`src/rtl/video_stream_timing.sv`:
```
// Video timing generator that paces an incoming pixel stream into the active area.
// Define VIDEO_STREAM_TIMING_PATTERN_EN to add a pattern_mode input that shows colour bars.
module video_stream_timing #(
  parameter int   HDISP  = 800,
  parameter int   VDISP  = 480,
  parameter int   HFP    = 40,
  parameter int   HPULSE = 48,
  parameter int   HBP    = 40,
  parameter int   VFP    = 13,
  parameter int   VPULSE = 3,
  parameter int   VBP    = 29,
  parameter logic HS_POL = 1'b0,
  parameter logic VS_POL = 1'b0,
  parameter int   DATA_W = 24
) (
  input  logic                     pixel_clk,
  input  logic                     pixel_rst,
  input  logic                     s_valid,
  output logic                     s_ready,
  input  logic [DATA_W-1:0]        s_data,
  input  logic                     s_sof,
  input  logic                     err_clr,
`ifdef VIDEO_STREAM_TIMING_PATTERN_EN
  input  logic                     pattern_mode,
`endif
  output logic                     HS,
  output logic                     VS,
  output logic                     BLANK,
  output logic [DATA_W-1:0]        RGB,
  output logic [$clog2(HDISP)-1:0] pix_x,
  output logic [$clog2(VDISP)-1:0] pix_y,
  output logic                     locked,
  output logic                     underflow,
  output logic                     sync_err
);

  localparam int HTOTAL = HFP + HPULSE + HBP + HDISP;
  localparam int VTOTAL = VFP + VPULSE + VBP + VDISP;
  localparam int HW = $clog2(HTOTAL);
  localparam int VW = $clog2(VTOTAL);
  localparam int XW = $clog2(HDISP);
  localparam int YW = $clog2(VDISP);

  localparam logic [HW-1:0] H_LAST  = HW'(HTOTAL - 1);
  localparam logic [HW-1:0] H_SYNC0 = HW'(HFP);
  localparam logic [HW-1:0] H_SYNC1 = HW'(HFP + HPULSE);
  localparam logic [HW-1:0] H_ACT   = HW'(HFP + HPULSE + HBP);
  localparam logic [VW-1:0] V_LAST  = VW'(VTOTAL - 1);
  localparam logic [VW-1:0] V_SYNC0 = VW'(VFP);
  localparam logic [VW-1:0] V_SYNC1 = VW'(VFP + VPULSE);
  localparam logic [VW-1:0] V_ACT   = VW'(VFP + VPULSE + VBP);

  // state | meaning
  // HUNT  | unaligned: drop non-SOF beats, wait for a SOF beat at frame origin
  // RUN   | aligned: exactly one beat consumed per active pixel
  typedef enum logic {HUNT, RUN} state_t;

  state_t              state_q, state_d;
  logic [HW-1:0]       h_cnt_q, h_cnt_d;
  logic [VW-1:0]       v_cnt_q, v_cnt_d;
  logic                hs_q, hs_d;
  logic                vs_q, vs_d;
  logic                blank_q, blank_d;
  logic [DATA_W-1:0]   rgb_q, rgb_d;
  logic [XW-1:0]       pix_x_q, pix_x_d;
  logic [YW-1:0]       pix_y_q, pix_y_d;
  logic                underflow_q, underflow_d;
  logic                sync_err_q, sync_err_d;

  logic h_last, v_last, active, first_px, frame_org;
  logic ready_c, uf_set, se_set;

  always_comb begin
    h_last    = (h_cnt_q == H_LAST);
    v_last    = (v_cnt_q == V_LAST);
    h_cnt_d   = h_last ? '0 : h_cnt_q + HW'(1);
    v_cnt_d   = v_cnt_q;
    if (h_last) v_cnt_d = v_last ? '0 : v_cnt_q + VW'(1);
    active    = (h_cnt_q >= H_ACT) && (v_cnt_q >= V_ACT);
    first_px  = (h_cnt_q == H_ACT) && (v_cnt_q == V_ACT);
    frame_org = (h_cnt_q == '0) && (v_cnt_q == '0);
    hs_d      = ((h_cnt_q >= H_SYNC0) && (h_cnt_q < H_SYNC1)) ? HS_POL : ~HS_POL;
    vs_d      = ((v_cnt_q >= V_SYNC0) && (v_cnt_q < V_SYNC1)) ? VS_POL : ~VS_POL;
    blank_d   = active;
    pix_x_d   = active ? XW'(h_cnt_q - H_ACT) : '0;
    pix_y_d   = active ? YW'(v_cnt_q - V_ACT) : '0;
  end

`ifdef VIDEO_STREAM_TIMING_PATTERN_EN
  localparam int CW = DATA_W / 3;
  logic [XW+2:0]     bar_num;
  logic [2:0]        bar_idx;
  logic [2:0]        bar_bits;
  logic [DATA_W-1:0] bar_rgb;

  // Bar order white..black; bits are {R,G,B} with each channel all-ones or zero.
  always_comb begin
    bar_num  = {pix_x_d, 3'b000};
    bar_idx  = 3'(32'(bar_num) / 32'(HDISP));
    bar_bits = 3'b000;
    case (bar_idx)
      3'd0:    bar_bits = 3'b111;
      3'd1:    bar_bits = 3'b110;
      3'd2:    bar_bits = 3'b011;
      3'd3:    bar_bits = 3'b010;
      3'd4:    bar_bits = 3'b101;
      3'd5:    bar_bits = 3'b100;
      3'd6:    bar_bits = 3'b001;
      default: bar_bits = 3'b000;
    endcase
    bar_rgb = '0;
    bar_rgb[DATA_W-1 -: CW]        = {CW{bar_bits[2]}};
    bar_rgb[DATA_W-1-CW -: CW]     = {CW{bar_bits[1]}};
    bar_rgb[DATA_W-1-2*CW -: CW]   = {CW{bar_bits[0]}};
  end
`endif

  always_comb begin
    state_d = state_q;
    ready_c = 1'b0;
    rgb_d   = '0;
    uf_set  = 1'b0;
    se_set  = 1'b0;
    case (state_q)
      HUNT: begin
        ready_c = s_valid & ~s_sof;
        if (frame_org && s_valid && s_sof) state_d = RUN;
      end
      RUN: begin
        if (active) begin
          ready_c = 1'b1;
          if (!s_valid) begin
            uf_set  = 1'b1;
            state_d = HUNT;
          end else begin
            rgb_d = s_data;
            if (s_sof != first_px) begin
              se_set  = 1'b1;
              state_d = HUNT;
            end
          end
        end
      end
      default: state_d = HUNT;
    endcase
    underflow_d = uf_set | (underflow_q & ~err_clr);
    sync_err_d  = se_set | (sync_err_q & ~err_clr);
`ifdef VIDEO_STREAM_TIMING_PATTERN_EN
    if (pattern_mode) begin
      state_d     = state_q;
      ready_c     = 1'b0;
      rgb_d       = active ? bar_rgb : '0;
      underflow_d = underflow_q;
      sync_err_d  = sync_err_q;
    end
`endif
  end

  always_ff @(posedge pixel_clk) begin
    if (pixel_rst) begin
      state_q     <= HUNT;
      h_cnt_q     <= '0;
      v_cnt_q     <= '0;
      hs_q        <= ~HS_POL;
      vs_q        <= ~VS_POL;
      blank_q     <= 1'b0;
      rgb_q       <= '0;
      pix_x_q     <= '0;
      pix_y_q     <= '0;
      underflow_q <= 1'b0;
      sync_err_q  <= 1'b0;
    end else begin
      state_q     <= state_d;
      h_cnt_q     <= h_cnt_d;
      v_cnt_q     <= v_cnt_d;
      hs_q        <= hs_d;
      vs_q        <= vs_d;
      blank_q     <= blank_d;
      rgb_q       <= rgb_d;
      pix_x_q     <= pix_x_d;
      pix_y_q     <= pix_y_d;
      underflow_q <= underflow_d;
      sync_err_q  <= sync_err_d;
    end
  end

  assign s_ready   = ready_c & ~pixel_rst;
  assign HS        = hs_q;
  assign VS        = vs_q;
  assign BLANK     = blank_q;
  assign RGB       = rgb_q;
  assign pix_x     = pix_x_q;
  assign pix_y     = pix_y_q;
  assign locked    = (state_q == RUN);
  assign underflow = underflow_q;
  assign sync_err  = sync_err_q;

endmodule

```
`config.mk`:
```
export PLATFORM = sky130hd
export DESIGN_NAME = video_stream_timing
export DESIGN_NICKNAME = d
export VERILOG_FILES = /design/src/rtl/video_stream_timing.sv
export SDC_FILE = /design/constraint.sdc
export NUM_CORES = 1
export LEC_CHECK = 0
export CAP_MARGIN = 20
export CORE_MARGIN = 3
export CORE_UTILIZATION = 45
export CTS_CLUSTER_DIAMETER = 120
export DETAILED_ROUTE_END_ITERATION = 6
export HOLD_SLACK_MARGIN = 0.1
export PLACE_DENSITY = 0.76
export SLEW_MARGIN = 10
export SYNTH_ARGS = -nofsm -noshare
export SYNTH_HDL_FRONTEND = slang
export SYNTH_SLANG_ARGS = --single-unit
```
`constraint.sdc`:
```
create_clock -name pixel_clk -period 2.5 [get_ports pixel_clk]
set_input_delay 0.5 -clock pixel_clk [delete_from_list [all_inputs] [get_ports pixel_clk]]
set_output_delay 0.5 -clock pixel_clk [all_outputs]
set_load 0.02 [all_outputs]
```
==> reports/summary.txt <==
Avg Synthesized Cell Area - 10.0 µm²
Run status - finished clean
Share of cells above drive strength 1 - 24.4%
Clock Tree Root - clkbuf_8
Pint - 0.00183 W
Pre-antenna DRT Iters - 4
Post-Synthesis Cells - 272
Post-synth design cell area - 0.00273 mm²
Sequential power share - 48.5%
Post-Route WL - 6.55 mm
VDD IR max - 0.455 mV
Antenna Nets Post-Route - 0
Max-cap violations - 0
Iteration-0 DRC Markers - 68
Leak Pwr - 1.65 nW
Comb pwr share - 4.4%
Die width - 83.9 µm
Area leader, netlist - dfxtp_1
Largest net degree at the start of global routing - 26
Share of Yosys cell area claimed by the top area cell type - 50.6%
Clk sinks - 69
Reg area - 0.00138 mm²
Area delta synth->final - 48.1%
Slew Limit Fails - 0
Top_reg_cell synth - dfxtp_1
Hpwl dp - 4.91 mm
Die height - 83.9 µm
TritonCTS buffer count - 9
IO Count - 79
H-tree depth - 3
Post-route minimum period - 2.43 ns
Period utilization - 97.2%
Initial core utilization - 48.1%
Final Cell Area - 0.00404 mm²
Worst slew pin tran - 0.577 ns
Vias in the first global route - 2,235
RSZ-0062 raised after global routing - false
Placed cell area - 0.00377 mm²
Worst EP required - 2.00 ns
Wire per inst - 14.3 µm
Worst slew margin - 61.2%
Nets - 418
Remaining global-route overflow - 0
Synth top area cells - dfxtp_1, and2_4, nor2_1
Clk_lat worst skew - 0.34 ns
Core area - 0.00568 mm²
Clock Skew - 0.00695 ns
Clock Tree Buf Depth - 2
DR vias - 2,209
Pre-CTS setup slack - -0.140 ns
Reg-to-reg startpoint - h_cnt_q[1]
CTS tree - yes
Clock power share - 47.1%
Post-synthesis sequential area ratio - 50.6%
Cell variety after synth - 46
Ys async rst share - 0%
Hold Crit Start - underflow
Net Count, Synth - 309
Final Hold Viols - 0
Diodes inserted - 0
Fmax - 412 MHz
Most common cell in the netlist - dfxtp_1
Worst Hold Class - reg -> reg
Clk slew on worst S/H paths - 0.07 ns
Placer Congestion - 0.851
DRC Markers - 0
Final setup margin - 0.0705 ns
Most frequent cells after synthesis - dfxtp_1, nor2_1, and2_4
Post-synth EDFFs - 0
Hold-fix buffers, CTS - 0
Critical path launch point - h_cnt_q[8]
Ys Warns - 0
Worst setup path class - reg -> out
Area taken by multi-input logic gates - 0.00126 mm²
Vias per Instance - 4.82
First-pass GRT wire length - 10.8 mm
Crit path capture type - primary output
Number of post-CTS setup repair buffers - 0
Die area - 0.00704 mm²
# fillers - 426
# rows - 27
Yosys reg bits - 69
Port Buffers - 78
Worst hold margin - 0.490 ns
Sw Ratio - 20.1%
Switching power of the nets - 0.000459 W
Tot GR Track Use - 19.6%
CP Launch Type - flop
Setup TNS - 0 ns
Power Density - 566 mW/mm²
Crit path max fanout - 3
Initial antenna violation count - 0
Worst endpoint data arrival time - 1.93 ns
Final setup fails - 0
through the flow:
step                utilization, %  instances  total power (W)
finish                        71.3        458          0.00229
global route                  71.3        458          0.00237
CTS                           70.7        458          0.00231
detailed placement            66.4        442          0.00123
global placement              66.4        442          0.00123
floorplan                        -        272          0.00116
flip-flops by register name, summed over array words and instances (netlist names):
register / count
sync_err: 1
underflow: 1
pix_y: 9
locked: 1
HS: 1
BLANK: 1
v_cnt_q: 10
VS: 1
h_cnt_q: 10
pix_x: 10
RGB: 24
critical path, cell delays in order, from the launching register on:
cell,delay [ns]
dfxtp_1,0.33
buf_4,0.15
or3_1,0.40
a31oi_2,0.18
or3_4,0.16
inv_2,0.03
a32o_2,0.22
buf_6,0.13
per-layer routing:
layer,global-route usage [%],vias up,wire (µm)
li1,-,1104,-
met1,24.0,1007,3000
met3,4.54,9,369
met4,8.33,0,102
met5,0,-,0
met2,32.8,89,3080
cells in the final DEF, fill, tap and decap left out, drive strengths merged, types with 2 or more instances in the layout:
master         synthesis  routed
or3                    3       3
buf                    8      35
ha                     8       8
clkdlybuf4s50          0      77
nor4b                  2       2
clkinv                 0       2
a31oi                  2       2
a22o                   2       2
nor2                  44      44
xnor2                 13      13
nand4                  7       7
nor3                   3       3
dfxtp                 69      69
and2                  32      32
and3                   4       4
inv                    8       8
nand2                 14      14
nand3b                 2       2
o21ai                  5       5
nand3                  7       7
a21oi                  5       5
nand2b                 2       2
clkbuf                 6      10
nor4                   2       2
bufinv                 0       3
xor2                  12      12
area by class of cell:
class                           count  share of cell area (%)
Inverter                            8                   0.743
Sequential cell                    69                    34.2
Tap cell                           72                    2.23
Multi-Input combinational cell    181                    31.2
Timing Repair Buffer              112                    25.6
Clock inverter                      6                    2.75
Clock buffer                       10                    3.16
cell families (layout without fill, tap and decap cells):
family                   after synthesis  after routing  synth area share, %
adder cells (fa/ha/maj)                8              8                 3.66
XOR/XNOR                              25             25                 8.02
AO/OA/AOI/OAI                         19             19                 4.72
AND/OR/NAND/NOR                      129            129                 28.6
buffers and inverters                 22            136                 4.40
flip-flops                            69             69                 50.6
power groups by stage:
| stage | Clock, W | Combinational [W] | Sequential (W) |
|---|---|---|---|
| 4_1_cts | 0.00110 | 0.0000989 | 0.00111 |
| 5_1_grt | 0.00115 | 0.000108 | 0.00111 |
| 3_5_place_dp | 0 | 0.0000977 | 0.00113 |
| 6_report | 0.00108 | 0.000100 | 0.00111 |
| 2_1_floorplan | 0 | 0.0000261 | 0.00114 |
| 3_3_place_gp | 0 | 0.0000965 | 0.00113 |
path summary, 6_finish.rpt:
kind              slack [ns]  cells past startpoint          to
setup / recovery        0.07                      7     s_ready
hold / removal          0.49                      1   underflow
setup reg to reg        0.45                      6  v_cnt_q[9]
hold reg to reg         0.49                      1   underflow
timing repair:
| item | CTS | global route |
|---|---|---|
| pin swaps | 0 | 1 |
| endpoints found under the setup margin | 1 | 1 |
| gates resized for setup | 7 | 9 |
Note: power is estimated with default switching activity, not from simulation.
